**config.mk**
```make
export PLATFORM = sky130hd
export DESIGN_NAME = dmem_port_arbiter
export DESIGN_NICKNAME = d
export VERILOG_FILES = /design/src/rtl/dmem_port_arbiter.sv
export SDC_FILE = /design/constraint.sdc
export NUM_CORES = 1
export LEC_CHECK = 0
export ABC_AREA = 1
export CORE_MARGIN = 5
export CORE_UTILIZATION = 37
export CTS_CLUSTER_SIZE = 16
export DETAILED_ROUTE_END_ITERATION = 10
export PLACE_DENSITY = 0.83
export SYNTH_ARGS = -nofsm -noshare
export SYNTH_HDL_FRONTEND = slang
export SYNTH_SLANG_ARGS = --single-unit
```
**constraint.sdc**
```tcl
create_clock -name clk -period 3.4 [get_ports clk]
set_clock_uncertainty 0.15 [all_clocks]
set_input_delay 0.68 -clock clk [delete_from_list [all_inputs] [get_ports clk]]
set_output_delay 0.68 -clock clk [all_outputs]
set_load 0.03 [all_outputs]
```
**src/rtl/dmem_port_arbiter.sv**
```systemverilog
// Two-port arbiter for the single data-memory port: LSU (port 0) and debug/DMA (port 1).
// One transaction in flight, round-robin on contention, watchdog error termination.
module dmem_port_arbiter #(
    parameter int ADDR_W  = 32,
    parameter int DATA_W  = 32,
    parameter int TIMEOUT = 255
) (
    input  logic                clk,
    input  logic                rst,
    input  logic                lsu_req,
    input  logic                lsu_we,
    input  logic [ADDR_W-1:0]   lsu_addr,
    input  logic [DATA_W/8-1:0] lsu_be,
    input  logic [DATA_W-1:0]   lsu_wdata,
    output logic                lsu_gnt,
    output logic                lsu_rvalid,
    output logic [DATA_W-1:0]   lsu_rdata,
    output logic                lsu_err,
    input  logic                dbg_req,
    input  logic                dbg_we,
    input  logic [ADDR_W-1:0]   dbg_addr,
    input  logic [DATA_W/8-1:0] dbg_be,
    input  logic [DATA_W-1:0]   dbg_wdata,
    output logic                dbg_gnt,
    output logic                dbg_rvalid,
    output logic [DATA_W-1:0]   dbg_rdata,
    output logic                dbg_err,
    output logic                mem_req,
    output logic                mem_we,
    output logic [ADDR_W-1:0]   mem_addr,
    output logic [DATA_W/8-1:0] mem_be,
    output logic [DATA_W-1:0]   mem_wdata,
    input  logic                mem_gnt,
    input  logic                mem_rvalid,
    input  logic [DATA_W-1:0]   mem_rdata,
    output logic                busy
);
    localparam int BE_W = DATA_W / 8;
    localparam int WD_W = (TIMEOUT > 0) ? $clog2(TIMEOUT + 1) : 1;

    typedef enum logic [1:0] {
        ST_IDLE = 2'd0,
        ST_REQ  = 2'd1,
        ST_RESP = 2'd2
    } state_t;

    state_t            r_state;
    state_t            w_state_next;
    logic              r_owner;
    logic              r_ptr;
    logic              r_we;
    logic [ADDR_W-1:0] r_addr;
    logic [BE_W-1:0]   r_be;
    logic [DATA_W-1:0] r_wdata;
    logic [WD_W-1:0]   r_wd;

    logic              w_any_req;
    logic              w_win;
    logic              w_timeout;
    logic              w_gnt;
    logic              w_rvalid;
    logic              w_err;
    logic              w_done;
    logic              w_mem_req;
    logic [DATA_W-1:0] w_rdata;

    assign w_any_req = lsu_req | dbg_req;
    // Contention goes to the pointer; a lone requester always wins.
    assign w_win     = (lsu_req & dbg_req) ? r_ptr : dbg_req;
    assign w_timeout = (TIMEOUT != 0) && (r_state != ST_IDLE) && (r_wd == WD_W'(TIMEOUT));

    always_comb begin
        w_state_next = r_state;
        w_gnt        = 1'b0;
        w_rvalid     = 1'b0;
        w_err        = 1'b0;
        w_done       = 1'b0;
        w_mem_req    = 1'b0;
        w_rdata      = '0;
        unique case (r_state)
            ST_IDLE: begin
                if (w_any_req) w_state_next = ST_REQ;
            end
            ST_REQ: begin
                if (w_timeout) begin
                    w_gnt        = 1'b1;
                    w_rvalid     = 1'b1;
                    w_err        = 1'b1;
                    w_done       = 1'b1;
                    w_state_next = ST_IDLE;
                end else begin
                    w_mem_req = 1'b1;
                    if (mem_gnt) begin
                        w_gnt        = 1'b1;
                        w_state_next = ST_RESP;
                    end
                end
            end
            ST_RESP: begin
                if (w_timeout) begin
                    w_rvalid     = 1'b1;
                    w_err        = 1'b1;
                    w_done       = 1'b1;
                    w_state_next = ST_IDLE;
                end else if (mem_rvalid) begin
                    w_rvalid     = 1'b1;
                    w_rdata      = mem_rdata;
                    w_done       = 1'b1;
                    w_state_next = ST_IDLE;
                end
            end
            default: w_state_next = ST_IDLE;
        endcase
    end

    always_ff @(posedge clk or posedge rst) begin
        if (rst) begin
            r_state <= ST_IDLE;
            r_owner <= 1'b0;
            r_ptr   <= 1'b0;
            r_we    <= 1'b0;
            r_addr  <= '0;
            r_be    <= '0;
            r_wdata <= '0;
            r_wd    <= '0;
        end else begin
            r_state <= w_state_next;
            if (r_state == ST_IDLE && w_any_req) begin
                r_owner <= w_win;
                r_we    <= w_win ? dbg_we    : lsu_we;
                r_addr  <= w_win ? dbg_addr  : lsu_addr;
                r_be    <= w_win ? dbg_be    : lsu_be;
                r_wdata <= w_win ? dbg_wdata : lsu_wdata;
                r_wd    <= '0;
            end else if (r_state != ST_IDLE && r_wd != WD_W'(TIMEOUT)) begin
                r_wd <= r_wd + WD_W'(1);
            end
            if (w_done) r_ptr <= ~r_owner;
        end
    end

    // Steer the shared response onto the owner; the other port sees zeros.
    logic [1:0]        w_port_gnt;
    logic [1:0]        w_port_rvalid;
    logic [1:0]        w_port_err;
    logic [DATA_W-1:0] w_port_rdata [2];

    for (genvar gi = 0; gi < 2; gi++) begin : g_port
        logic w_sel;
        assign w_sel             = (gi == 0) ? ~r_owner : r_owner;
        assign w_port_gnt[gi]    = w_gnt & w_sel;
        assign w_port_rvalid[gi] = w_rvalid & w_sel;
        assign w_port_err[gi]    = w_err & w_sel;
        assign w_port_rdata[gi]  = w_sel ? w_rdata : '0;
    end

    assign lsu_gnt    = w_port_gnt[0];
    assign lsu_rvalid = w_port_rvalid[0];
    assign lsu_err    = w_port_err[0];
    assign lsu_rdata  = w_port_rdata[0];
    assign dbg_gnt    = w_port_gnt[1];
    assign dbg_rvalid = w_port_rvalid[1];
    assign dbg_err    = w_port_err[1];
    assign dbg_rdata  = w_port_rdata[1];

    assign mem_req   = w_mem_req;
    assign mem_we    = w_mem_req & r_we;
    assign mem_addr  = w_mem_req ? r_addr  : '0;
    assign mem_be    = w_mem_req ? r_be    : '0;
    assign mem_wdata = w_mem_req ? r_wdata : '0;
    assign busy      = (r_state != ST_IDLE);

endmodule

```
Word level (Yosys, flattened, before mapping). Index checks and enable logic that the tools add are counted.

Bits in registers: 81. Input port bits: 176. Output and inout bits: 141. Logic and storage cells: 65.

Add/sub/neg operators: 1. Equality and inequality tests: 7. Muxes and demuxes: 31. Bitwise gates (word level): 10. Reductions and logical operators: 8.

Operators by type and width (number): $mux 32 (9); $mux 8 (2); $mux 1 (11); $mux 2 (5); $add 8x1->8 const B (1); $and 1x1->1 (8); $eq 8x8->1 const B (1); $mux 4 (2); $ne 8x8->1 const B (1); $ne 3x3->1 const B (2); $pmux 2 s3 (1); $reduce_bool 2->1 (2); $logic_and 1x1->1 (3); $reduce_and 3->1 (1); $eq 2x1->1 const B (1); $eq 2x2->1 const B (1); $logic_not 2->1 (1); $ne 2x2->1 const B (1); $pmux 1 s2 (1); $reduce_or 2->1 (1); $not 1->1 (1); $or 1x1->1 (1).

Logic depth before layout (Yosys ltp).
Depth after elaboration: 5. Mapped depth: 9. Mapped depth without buffers: 8.

Least setup slack after synthesis. No wires, ideal clock.

Path kind: flip-flop to output port. Start point: reg r_state[0]. End point: out dbg_gnt. Arrival: 1869 ps. Required time: 2570 ps. Slack: 701 ps. Cell stages (with the launch flop): 7. Path buffers: 1. Path through: dfrtp_1 inv_1 ha_1 nor2_2 nand2_2 buf_6 a211oi_1.

Word-level cells in the longest chain between the ends: 5. Elaborated cells between the ends (all ways): 6. Classes of those cells: eq/ne: 1; mux: 2; bitwise: 1; reduce/logical: 2.

Ends and longest elaborated chain: from (decl) (line 47) `state_t r_state;`; from (signal assigned) (line 127) `r_state <= w_state_next;`; $reduce_bool 2->1 (line 70) `assign w_timeout = (TIMEOUT != 0) && (r_state != ST_IDLE) && (r_wd == WD_W'(TIMEOUT));`; $logic_and 1x1->1 (line 70); $mux 1 (line 85) `if (w_timeout) begin`; $mux 1 * (line 80) `unique case (r_state)`; $and 1x1->1 * (line 151) `assign w_port_gnt[gi] = w_gnt & w_sel;`; to (decl) (line 24) `output logic dbg_gnt,`.

Every way passes the cells marked *; elsewhere a longest branch is shown, timed or not.

Worst setup path in the final report.
Start point: reg r_state[0]. End point: out mem_we.

Word-level cells in the longest chain between the ends: 5. Elaborated cells between the ends (all ways): 6. Classes of those cells: eq/ne: 1; mux: 2; bitwise: 1; reduce/logical: 2.

Ends and longest elaborated chain: $reduce_bool 2->1 (line 70); $logic_and 1x1->1 (line 70); $mux 1 (line 85); $mux 1 * (line 80); $and 1x1->1 * (line 167) `assign mem_we = w_mem_req & r_we;`; to (decl) (line 29) `output logic mem_we,`.

Marks and branches as above.

==> results.cfg <==
[status]
outcome = completed

[synth]
seq_area_frac_synth_pct = 41.1
syn_inst = 676
async_flop_share_pct = 100
synth_nets = 857
ys_ff_latch = 81
synth_edf_count = 0
synthesis.area_sq_um = 4930
synth_top_area_cell = dfrtp_1
ys.flop_type = dfrtp_1
avgSynthCellArea_sq_um = 7.29
synth_cell_types = 26
synth_area_leaders = dfrtp_1 (41%), nor2_1 (16%), o22ai_1 (8.8%)
synth_top_area_share_pct = 41.1
ys_warn_count = 0

[cells_and_area]
final_cell_mix = nor2_1 (206), clkdlybuf4s50_1 (180), inv_1 (87)
drive_gt1_share_pct = 13.3
n_antenna_cell = 0
syn2layout_area_growth_pct = 72.0
final_common_cell = nor2_1
fin_util_pct = 64.5
finalNetCount = 1144

[timing]
period_minus_slack_ns = 3.18
worst_pin_slew_ns = 1.10
setup_viol = 0
hold_viol = 0
maxSlewHeadroom_pct = 26.4
drv_slew = 0
finalHoldWorstSlack_ns = 0.364
period_share_pct = 93.5
layout_setup_ws_ns = 0.222
grt_setup_unrepaired = no
tns_ns = 0
max_freq_ghz = 0.315

[place]
io_buffer_count = 316
dp_hpwl_microns = 13500
pre_cts_slack_ns = 0.336
gp_congestion = 0.893

[setup_path]
critical_path_required_ns = 2.57
reg2regPathDepth = 7
cp_max_fo = 68
worstSetupEndpointType = output pin
cp.arrival_ns = 2.35
worstReg2RegStart = r_state[0]
crit_type = flip-flop to output pin
worst_setup_path_start_kind = flip-flop
r2r_slack_ns = 1.36
timing.rr.end = r_addr[0]

[detailed_routing]
dr.pass1.iters = 5
viasPerCell = 4.98
num_vias = 5702
drc = 0
routed_wl_microns = 19000
post_drt_wl_per_cell_microns = 16.6
drt_iter0_drc = 455
final_antenna_net_count = 0

[grt]
grt_pass1_vias = 5529
antenna_found_initial = 0
grt_max_degree = 84
grt.total_usage_pct = 22.1
grt_pass1_wl_microns = 28400
overflow = 0

[power]
p_sw_uw = 2950
combPwrFrac_pct = 60.1
power.leakage_uw = 0.00480
p_sw_share_pct = 46.3
ir_drop_uv = 476
powerDensity_nw_per_um2 = 751
clock_power_share_pct = 15.3
p_int_uw = 3420
p_seq_share_pct = 24.6

[cts]
cts.repair.resized = 1
clkLatencyLatePin_ns = 0.33
cts_hold_buffers = 0
htreeDepth = 3
cts_tree = done
clk_pin_slew_worst_paths_ns = 0.06
cts_buffers = 9
clockBufferDepth = 2
clock-sinks = 81
root_buffer = clkbuf_16
cts_setup_buffers = 0

[worst_hold_path]
hold_start = r_state[1]
min_to = r_state[1]
holdPathStages = 2
min_path_type = flip-flop to flip-flop

[floorplanning]
ios = 317
start_util_pct = 37.5
chipHeight_microns = 125
dieArea_sq_um = 15700
core_sq_um = 13100
rows = 42
fp.dieW_microns = 125

[run]
maxCapViolations = 0
## how the worst max path moves through the flow
stage	startpoint	endpoint	slack [ns]	depth (start not counted)
floorplan	rst	g_port[1].w_sel	0.49	1
global placement	r_state[0]	mem_we	0.40	8
detailed placement	r_state[0]	mem_we	0.34	8
CTS	r_state[0]	mem_addr[16]	0.01	8
global route	r_state[0]	mem_addr[2]	0.12	7
finish	r_state[0]	mem_we	0.22	8
## layer usage
layer | share of wire, % | global-route usage (%)
met3 | 7.9 | 6.18
met1 | 39 | 26.1
met2 | 50 | 38.5
met4 | 2.5 | 8.04
met5 | 0 | 0
## cells in the mapped netlist, types with 7 or more instances
| master | instances |
|---|---|
| inv_1 | 88 |
| buf_2 | 17 |
| nor2_1 | 206 |
| o22ai_1 | 69 |
| o21ai_0 | 70 |
| buf_6 | 9 |
| nand4_1 | 7 |
| dfrtp_1 | 81 |
| nand2_1 | 28 |
| nand3_2 | 22 |
| clkbuf_1 | 23 |
| nand3_1 | 22 |
## power groups by stage
stage / Sequential (uW) / Combinational, uW / Clock, uW
6_report: 1570 / 3820 / 973
5_1_grt: 1620 / 4140 / 1030
4_1_cts: 1570 / 3880 / 1000
3_5_place_dp: 1580 / 3870 / 0
3_3_place_gp: 1570 / 3820 / 0
2_1_floorplan: 1540 / 2530 / 0
## registers in the layout (all words and copies together), names as in the netlist
| signal | count |
|---|---|
| r_ptr | 1 |
| r_state | 2 |
| r_be | 4 |
| r_wdata | 32 |
| r_we | 1 |
| r_addr | 32 |
| r_wd | 8 |
| g_port.w_sel | 1 |
## per-stage QoR
stage,instances,total power (uW),instance area (sq um)
2_1_floorplan,676,4070,4930
3_3_place_gp,1128,5380,8010
3_5_place_dp,1128,5450,8010
4_1_cts,1144,6450,8310
5_1_grt,1144,6790,8470
6_report,1144,6370,8470
## final cells by class
type	count	area, sq um
clock buffer	11	243
tap	176	220
clock inverter	5	55.1
timing repair buffer	326	3310
multi-input combinational	451	2270
fill	1104	4660
sequential	81	2030
inverter	94	354
## cell families (layout without fill, tap and decap cells)
kind of cell    Yosys count  after routing  share of synthesized area, %
flops                    81             81                          41.1
buf+inv                 144            436                          12.9
compound gates          153            153                          18.1
fa+ha+maj                 5              5                          1.27
xor+xnor                  2              2                         0.356
simple gates            291            291                          26.2
## worst max-delay path, stage by stage, from the launching register on
cell and delay [ns]:
dfrtp_1 0.39, inv_1 0.11, ha_1 0.29, nor2_2 0.11
a21oi_4 0.18, inv_2 0.07, buf_12 0.18, nor2_1 0.17
dlygate4sd2_1 0.44
No activity file was read; power rests on OpenSTA's default activity.
